`src/rtl/jk_excitation_driver.sv`:
```
// Drives J/K excitation into an external bank of JK flip-flops to move it to a requested state,
// keeping a shadow of the bank and checking the readback one cycle after each drive.
module jk_excitation_driver #(
   parameter int WIDTH      = 4,
   parameter bit USE_TOGGLE = 1'b0
) (
   input  logic             clk,
   input  logic             rst_n,
   input  logic             tgt_valid,
   input  logic [WIDTH-1:0] tgt_data,
   output logic             tgt_ready,
   input  logic             clr_req,
   output logic [WIDTH-1:0] jk_j,
   output logic [WIDTH-1:0] jk_k,
   output logic             jk_rst,
   input  logic [WIDTH-1:0] q_fb,
   output logic             done,
   output logic             err,
   input  logic             err_clr
);

   typedef enum logic [1:0] {
      S_CLEAR = 2'd0,
      S_IDLE  = 2'd1,
      S_DRIVE = 2'd2,
      S_CHECK = 2'd3
   } state_t;

   state_t           state_q, state_d;
   logic [WIDTH-1:0] shadow_q, shadow_d;
   logic [WIDTH-1:0] j_q, j_d;
   logic [WIDTH-1:0] k_q, k_d;
   logic             ready_q, ready_d;
   logic             done_q, done_d;
   logic             err_q, err_d;

   // Changing bits either toggle, or are set/reset explicitly towards the target value.
   function automatic logic [2*WIDTH-1:0] excite(input logic [WIDTH-1:0] s,
                                                 input logic [WIDTH-1:0] t);
      logic [WIDTH-1:0] diff;
      logic [WIDTH-1:0] jv;
      logic [WIDTH-1:0] kv;
      diff = s ^ t;
      if (USE_TOGGLE) begin
         jv = diff;
         kv = diff;
      end else begin
         jv = diff & t;
         kv = diff & s;
      end
      return {jv, kv};
   endfunction

   always_comb begin
      state_d  = state_q;
      shadow_d = shadow_q;
      j_d      = '0;
      k_d      = '0;
      ready_d  = 1'b0;
      done_d   = 1'b0;
      err_d    = err_q;
      case (state_q)
         S_CLEAR: begin
            shadow_d = '0;
            state_d  = S_CHECK;
            done_d   = 1'b1;
         end
         S_IDLE: begin
            if (clr_req) begin
               state_d = S_CLEAR;
            end else if (tgt_valid) begin
               shadow_d   = tgt_data;
               {j_d, k_d} = excite(shadow_q, tgt_data);
               state_d    = S_DRIVE;
            end else begin
               ready_d = 1'b1;
            end
         end
         S_DRIVE: begin
            state_d = S_CHECK;
            done_d  = 1'b1;
         end
         S_CHECK: begin
            state_d = S_IDLE;
            ready_d = 1'b1;
         end
         default: begin
            state_d = S_CLEAR;
         end
      endcase
      // A mismatch seen in the same cycle as err_clr wins, so no error can be lost.
      if ((state_q == S_CHECK) && (q_fb != shadow_q)) begin
         err_d = 1'b1;
      end else if (err_clr) begin
         err_d = 1'b0;
      end
   end

   always_ff @(posedge clk or negedge rst_n) begin
      if (!rst_n) begin
         state_q  <= S_CLEAR;
         shadow_q <= '0;
         j_q      <= '0;
         k_q      <= '0;
         ready_q  <= 1'b0;
         done_q   <= 1'b0;
         err_q    <= 1'b0;
      end else begin
         state_q  <= state_d;
         shadow_q <= shadow_d;
         j_q      <= j_d;
         k_q      <= k_d;
         ready_q  <= ready_d;
         done_q   <= done_d;
         err_q    <= err_d;
      end
   end

   // Gating with rst_n keeps the bank reset quiet while held in reset, so it lasts exactly one cycle.
   assign jk_rst    = (state_q == S_CLEAR) && rst_n;
   assign tgt_ready = ready_q;
   assign jk_j      = j_q;
   assign jk_k      = k_q;
   assign done      = done_q;
   assign err       = err_q;

endmodule

```
`config.mk`:
```
export PLATFORM = sky130hd
export DESIGN_NAME = jk_excitation_driver
export DESIGN_NICKNAME = d
export VERILOG_FILES = /design/src/rtl/jk_excitation_driver.sv
export SDC_FILE = /design/constraint.sdc
export NUM_CORES = 1
export LEC_CHECK = 0
export CAP_MARGIN = 20
export CORE_MARGIN = 2
export CORE_UTILIZATION = 43
export DETAILED_ROUTE_END_ITERATION = 10
export PLACE_DENSITY = 0.77
export RECOVER_POWER = 25
export SLEW_MARGIN = 15
export SYNTH_ARGS = -nofsm -noshare
export SYNTH_HDL_FRONTEND = slang
export SYNTH_SLANG_ARGS = --single-unit
```
`constraint.sdc`:
```
create_clock -name clk -period 1.33 [get_ports clk]
set_input_delay 0.266 -clock clk [delete_from_list [all_inputs] [get_ports clk]]
set_output_delay 0.266 -clock clk [all_outputs]
set_load 0.02 [all_outputs]
```
==> results.sh, run 1 <==
export IMPL_drc=0
export IMPL_yosysSeqAreaShare=0.588
export IMPL_max_freq_mhz=758
export IMPL_ir_worst_vdd_mv=0.817
export IMPL_detailed_place_hpwl_microns=1100
export IMPL_p_int_w=0.00110
export IMPL_tns_ns=0
export IMPL_io_buffers=24
export IMPL_synthTopCellsByArea="dfrtp_1 (59%), nor3b_2 (14%), xor2_1 (4.8%), a22oi_1 (3.1%), o21ai_0 (2.8%)"
export IMPL_die_area_sq_um=2030
export IMPL_critical_path_max_fanout=2
export IMPL_synthesis_area_sq_um=723
export IMPL_path_buf_inv=1
export IMPL_postLayoutSetupSlackWorst_ns=0.0111
export IMPL_syn_area_per_cell_sq_um=12.9
export IMPL_gp_congestion=0.690
export IMPL_powerDensity_nw_per_um2=1660
export IMPL_slew_violations=0
export IMPL_place_ws_ns=-0.507
export IMPL_maxCapViolations=0
export IMPL_grt_pass1_vias=509
export IMPL_finClkSkew_ns=0.00683
export IMPL_worstMarginPinSlew_ns=0.924
export IMPL_via_per_inst=5.24
export IMPL_layout_drive_gt1_share=0.270
export IMPL_crit_type="reg -> out"
export IMPL_ios=25
export IMPL_vias=550
export IMPL_numCtsBuffers=3
export IMPL_drtPass1Iterations=4
export IMPL_required_ns=1.06
export IMPL_rows=14
export IMPL_p_switching_w=0.000625
export IMPL_postCtsSetupBuffers=0
export IMPL_regArea_sq_um=425
export IMPL_pwr_share_clk=0.157
export IMPL_htree_levels=1
export IMPL_multi_input_area_sq_um=288
export IMPL_die_w_microns=45.0
export IMPL_hold_class="in -> async"
export IMPL_sequentialPowerShare=0.451
export IMPL_syn_num_nets=69
export IMPL_ant_nets=0
export IMPL_ys_types=19
export IMPL_synth_top_area_cell="dfrtp_1"
export IMPL_clkLatencyLatePin_ns=0.29
export IMPL_cts_tree="yes"
export IMPL_reg2regPathDepth=3
export IMPL_critPathCaptureType="output pin"
export IMPL_layout_common_cells="dfrtp_1 (17), dlygate4sd2_1 (12), clkdlybuf4s50_1 (10)"
export IMPL_cts_root_buf="clkbuf_4"
export IMPL_die_h_microns=45.0
export IMPL_grt_setup_unrepaired="true"
export IMPL_switching_share=0.362
export IMPL_period_minus_slack_ns=1.32
export IMPL_n_antenna_cell=0
export IMPL_areaGrowthSynthToFinish_pct=43.9
export IMPL_combPwrFrac=0.392
export IMPL_initial_core_util=0.469
export IMPL_fin_util=0.675
export IMPL_slowest_delay_ns=0.40
export IMPL_critPathTopFamily="flip-flops"
export IMPL_wire_per_inst_microns=14.2
export IMPL_whs_ns=0.339
export IMPL_drt_iter0_drc=13
export IMPL_post_route_period_util=0.992
export IMPL_cts_num_sinks=17
export IMPL_track_usage=0.161
export IMPL_crit_arrival_ns=1.05
export IMPL_cp_num_cells=2
export IMPL_setup_viol=0
export IMPL_clock_path_buffers=2
export IMPL_clk_transition_reported_paths_ns=0.10
export IMPL_crit_reg2reg_launch="state_q[1]$_DFFE_PN0P_"
export IMPL_n_fill_cell=145
export IMPL_grt_pass1_wl_microns=2260
export IMPL_crit_start="state_q[1]$_DFFE_PN0P_"
export IMPL_hold_violations=0
export IMPL_syn_instance_count=56
export IMPL_overflow=0
export IMPL_wl_microns=1490
export IMPL_yosys_area_top_type_share=0.588
export IMPL_grt_max_degree=18
export IMPL_p_leak_nw=0.510
export IMPL_status="finished, final reports clean"
export IMPL_cp_slowest_cell="dfrtp_1"
export IMPL_layout_cells_most_common="dfrtp_1"
export IMPL_final_nets=103
export IMPL_ys_warn_count=0
export IMPL_core_area_sq_um=1540
export IMPL_startpoint_type="flip-flop"
export IMPL_path_cells="nor3b_2 -> buf_4"
export IMPL_grt_antenna_before_repair=0
export IMPL_slew_limit_headroom=0.384
export IMPL_synth_seq_cells=17
## metal layers
metal  up-vias  part of all wire  track usage
met5         -                 0            0
met4         0            0.0054       0.0882
met3         2             0.061       0.0320
met2        24              0.47        0.263
met1       260              0.46        0.199
li1        264                 -            -
## synthesized netlist by cell type, drive strengths merged
cell	number
dfrtp	17
clkbuf	1
nor2	3
a32o	1
nor4	1
nor3b	10
nand2b	1
inv	2
buf	1
or3	2
a21o	1
o21ai	4
o22ai	1
xor2	4
nand2	4
a22oi	3
## logic make-up after synthesis
| family | synth area share |
|---|---|
| AND/OR/NAND/NOR | 0.239 |
| flip-flops | 0.588 |
| AO/OA/AOI/OAI | 0.0934 |
| XOR/XNOR | 0.0484 |
| buffers and inverters | 0.0311 |
## what timing repair did
action	4_1_cts	5_1_grt
hold buffers	0	0
pin swaps	1	5
setup endpoints to repair	12	8
gates cloned	0	0
resized for setup	17	2
## per-stage QoR
step / power, W / cells / instance area, sq um
after CTS: 0.00175 / 105 / 1030
after global routing: 0.00182 / 105 / 1040
after global placement: 0.00149 / 101 / 1030
after floorplan: 0.00118 / 56 / 728
final: 0.00173 / 105 / 1040
after detailed placement: 0.00152 / 101 / 1030
## path summary, 6_finish.rpt
| path | slack, ns | endpoint |
|---|---|---|
| hold reg to reg | 0.51 | jk_j[1]$_DFF_PN0_ |
| setup reg to reg | 0.03 | jk_k[3]$_DFF_PN0_ |
| hold / removal | 0.34 | state_q[1]$_DFFE_PN0P_ |
| max in group asynchronous | 0.43 | jk_k[3]$_DFF_PN0_ |
| setup / recovery | 0.01 | jk_rst |
| min in group clk | 0.37 | tgt_ready$_DFF_PN0_ |
## cell type report
type,instances,share of cell area
multi-input cells,35,0.276
clock buffers,4,0.0252
flip-flops and latches,17,0.409
well taps,16,0.0192
repair buffers,31,0.263
inverters,2,0.00721
## power groups by stage
stage	Clock, W	Combinational [W]	Sequential [W]
after CTS	0.000281	0.000685	0.000780
after global placement	0	0.000709	0.000786
after floorplan	0	0.000318	0.000861
after global routing	0.000300	0.000730	0.000794
final	0.000271	0.000679	0.000779
after detailed placement	0	0.000731	0.000791
## registers in the layout (all words and copies together) (netlist names)
| name | cells |
|---|---|
| jk_j | 4 |
| jk_k | 4 |
| shadow_q | 4 |
| state_q | 2 |
| done | 1 |
| err | 1 |
| tgt_ready | 1 |
Note: power is estimated with default switching activity, not from simulation.
==> inputs of run 2 (changes only) <==
--- a/config.mk
+++ b/config.mk
@@ -5,11 +5,12 @@
 export SDC_FILE = /design/constraint.sdc
 export NUM_CORES = 1
 export LEC_CHECK = 0
+export ABC_AREA = 1
 export CAP_MARGIN = 20
 export CORE_MARGIN = 2
 export CORE_UTILIZATION = 43
 export DETAILED_ROUTE_END_ITERATION = 10
-export PLACE_DENSITY = 0.77
+export PLACE_DENSITY = 0.76
 export RECOVER_POWER = 25
 export SLEW_MARGIN = 15
 export SYNTH_ARGS = -nofsm -noshare
==> run 2 against run 1 <==
The run now ends with negative setup slack left. Area after synthesis up 3.5%. First-iteration DRC count is 92% lower. Clock power is essentially flat. Clock skew decreased by 0.0057 ns. Clock-buffer cell count did not move. Global-route usage decreased by 0.39 points.
==> results.sh, run 2 <==
export IMPL_finClkSkew_ns=0.00117
export IMPL_die_area_sq_um=2090
export IMPL_slew_limit_headroom=0.395
export IMPL_overflow=0
export IMPL_dp_cells=125
export IMPL_syn_area_per_cell_sq_um=9.47
export IMPL_grt_pass1_vias=550
export IMPL_max_freq_mhz=750
export IMPL_critPathTopFamily="flip-flops"
export IMPL_drt_iter0_drc=1
export IMPL_io_buffers=24
export IMPL_setup_viol=1
export IMPL_track_usage=0.157
export IMPL_gp_congestion=0.753
export IMPL_wire_per_inst_microns=11.0
export IMPL_period_minus_slack_ns=1.33
export IMPL_hold_class="in -> async"
export IMPL_critPathCaptureType="output pin"
export IMPL_cts_num_sinks=17
export IMPL_clock_path_buffers=2
export IMPL_wl_microns=1450
export IMPL_slowest_delay_ns=0.41
export IMPL_fin_util=0.642
export IMPL_vias=598
export IMPL_areaGrowthSynthToFinish_pct=45.0
export IMPL_critical_path_max_fanout=2
export IMPL_synthesis_area_sq_um=748
export IMPL_n_fill_cell=141
export IMPL_powerDensity_nw_per_um2=1690
export IMPL_stdcell_count=132
export IMPL_maxCapViolations=0
export IMPL_yosys_area_top_type_share=0.569
export IMPL_layout_drive_gt1_share=0.261
export IMPL_drtPass1Iterations=4
export IMPL_path_cells="inv_2 -> nand2_2 -> nor2_4 -> buf_6"
export IMPL_syn_num_nets=92
export IMPL_numCtsBuffers=3
export IMPL_postLayoutSetupSlackWorst_ns=-0.00268
export IMPL_core_area_sq_um=1690
export IMPL_initial_core_util=0.443
export IMPL_detailed_place_hpwl_microns=1080
export IMPL_drc=0
export IMPL_p_leak_nw=0.606
export IMPL_yosys_top_cells_count="nand2_1 (24), dfrtp_1 (17), inv_1 (15)"
export IMPL_synthTopCellsByArea="dfrtp_1 (57%), nand2_1 (12%), nor3_2 (11%), inv_1 (7.5%), o22ai_2 (3.3%)"
export IMPL_required_ns=1.06
export IMPL_layout_common_cells="nand2_1 (23), dfrtp_1 (17), inv_1 (14)"
export IMPL_clk_transition_reported_paths_ns=0.09
export IMPL_synth_seq_cells=17
export IMPL_grt_pass1_wl_microns=2170
export IMPL_die_w_microns=45.7
export IMPL_postLayoutCellArea_sq_um=1080
export IMPL_synth_most_common_cell="nand2_1"
export IMPL_cts_hold_buffers=0
export IMPL_htree_levels=1
export IMPL_ant_nets=0
export IMPL_dpl_cell_area_sq_um=1040
export IMPL_cts_tree="yes"
export IMPL_grt_max_degree=18
export IMPL_synth_edf_count=0
export IMPL_synthFlopType="dfrtp_1"
export IMPL_status="finished, violations left"
export IMPL_hold_violations=0
export IMPL_path_buf_inv=2
export IMPL_ys_types=11
export IMPL_slew_violations=0
export IMPL_crit_arrival_ns=1.07
export IMPL_via_per_inst=4.53
export IMPL_cp_slowest_cell="dfrtp_1"
export IMPL_rows=15
export IMPL_crit_type="reg -> out"
export IMPL_ys_warn_count=0
export IMPL_cts_root_buf="clkbuf_4"
export IMPL_final_nets=129
export IMPL_tns_ns=-0.00268
export IMPL_ir_worst_vdd_mv=0.803
export IMPL_grt_setup_unrepaired="true"
export IMPL_die_h_microns=45.7
export IMPL_syn_instance_count=79
export IMPL_grt_antenna_before_repair=0
export IMPL_worstMarginPinSlew_ns=0.908
export IMPL_whs_ns=0.354
export IMPL_synthArstFlopShare=1.00
export IMPL_startpoint_type="flip-flop"
export IMPL_ios=25
export IMPL_yosysSeqAreaShare=0.569
export IMPL_clkLatencyLatePin_ns=0.28
export IMPL_synth_top_area_cell="dfrtp_1"
export IMPL_post_route_period_util=1.00
export IMPL_layout_cells_most_common="nand2_1"
export IMPL_violations="negative setup slack"
export IMPL_n_antenna_cell=0
## run 2: cell count changes in the layout (fill, tap and decap cells not counted), moves of 4 or more
cell	delta
nand2_1	+19
xor2_1	-4
nor3_2	+8
o21ai_0	-4
inv_1	+13
nor3b_2	-9
## run 2: path summary, 6_finish.rpt
check	startpoint	to	slack, ns	cells after the start
max	state_q[1]$_DFFE_PN0P_	jk_rst	-0.003	4
min	rst_n	jk_j[1]$_DFF_PN0_	0.35	2
max reg2reg	state_q[1]$_DFFE_PN0P_	shadow_q[0]$_DFFE_PN0P_	0.13	4
min reg2reg	shadow_q[2]$_DFFE_PN0P_	jk_j[2]$_DFF_PN0_	0.47	1
max in group asynchronous	rst_n	err$_DFFE_PN0P_	0.43	2
min in group clk	shadow_q[2]$_DFFE_PN0P_	jk_j[2]$_DFF_PN0_	0.47	1
## run 2: layout make-up
type	instances	area, sq um	share of cell area
sequential	17	425	0.392
timing repair buffer	33	290	0.268
multi-input combinational	43	254	0.234
inverter	18	67.6	0.0623
clock buffer	4	26.3	0.0242
tap	17	21.3	0.0196
## run 2: per-layer routing
layer	GRT usage	part of all wire
met3	0.0357	0.051
met1	0.178	0.43
met5	0	0
met2	0.259	0.50
met4	0.109	0.023
## run 2: worst register-to-register path: cells and delay by family (launching register included)
family,cells,cell delay [ns]
and+or+nand+nor,2,0.33
AOI/OAI and AO/OA,1,0.23
DFF,1,0.41
buffers and inverters,1,0.16
## run 2: power by group
group | internal (W) | total, W | switching, W
Sequential | 0.000654 | 0.000736 | 0.0000819
Clock | 0.000117 | 0.000271 | 0.000154
Combinational | 0.000380 | 0.000828 | 0.000449
Total | 0.00115 | 0.00184 | 0.000685
## run 2: per-stage QoR
step	setup WS [ns]	power [W]
after CTS	-0.0450	0.00177
after global routing	-0.0418	0.00196
after detailed placement	-0.510	0.00154
final	-0.00268	0.00184
after global placement	-0.488	0.00151
after floorplan	0.248	0.00118
## run 2: timing repair
| item | CTS | global route |
|---|---|---|
| buffers inserted | 0 | 3 |
| pin swaps | 0 | 2 |
| endpoints found under the setup margin | 12 | 1 |
| endpoints found under the hold margin | 0 | 0 |
| gates resized for setup | 17 | 5 |
## run 2: cell families after synthesis
| family | Yosys count | share of synthesized area |
|---|---|---|
| compound gates | 4 | 0.0502 |
| buf+inv | 19 | 0.105 |
| flops | 17 | 0.569 |
| simple gates | 39 | 0.276 |
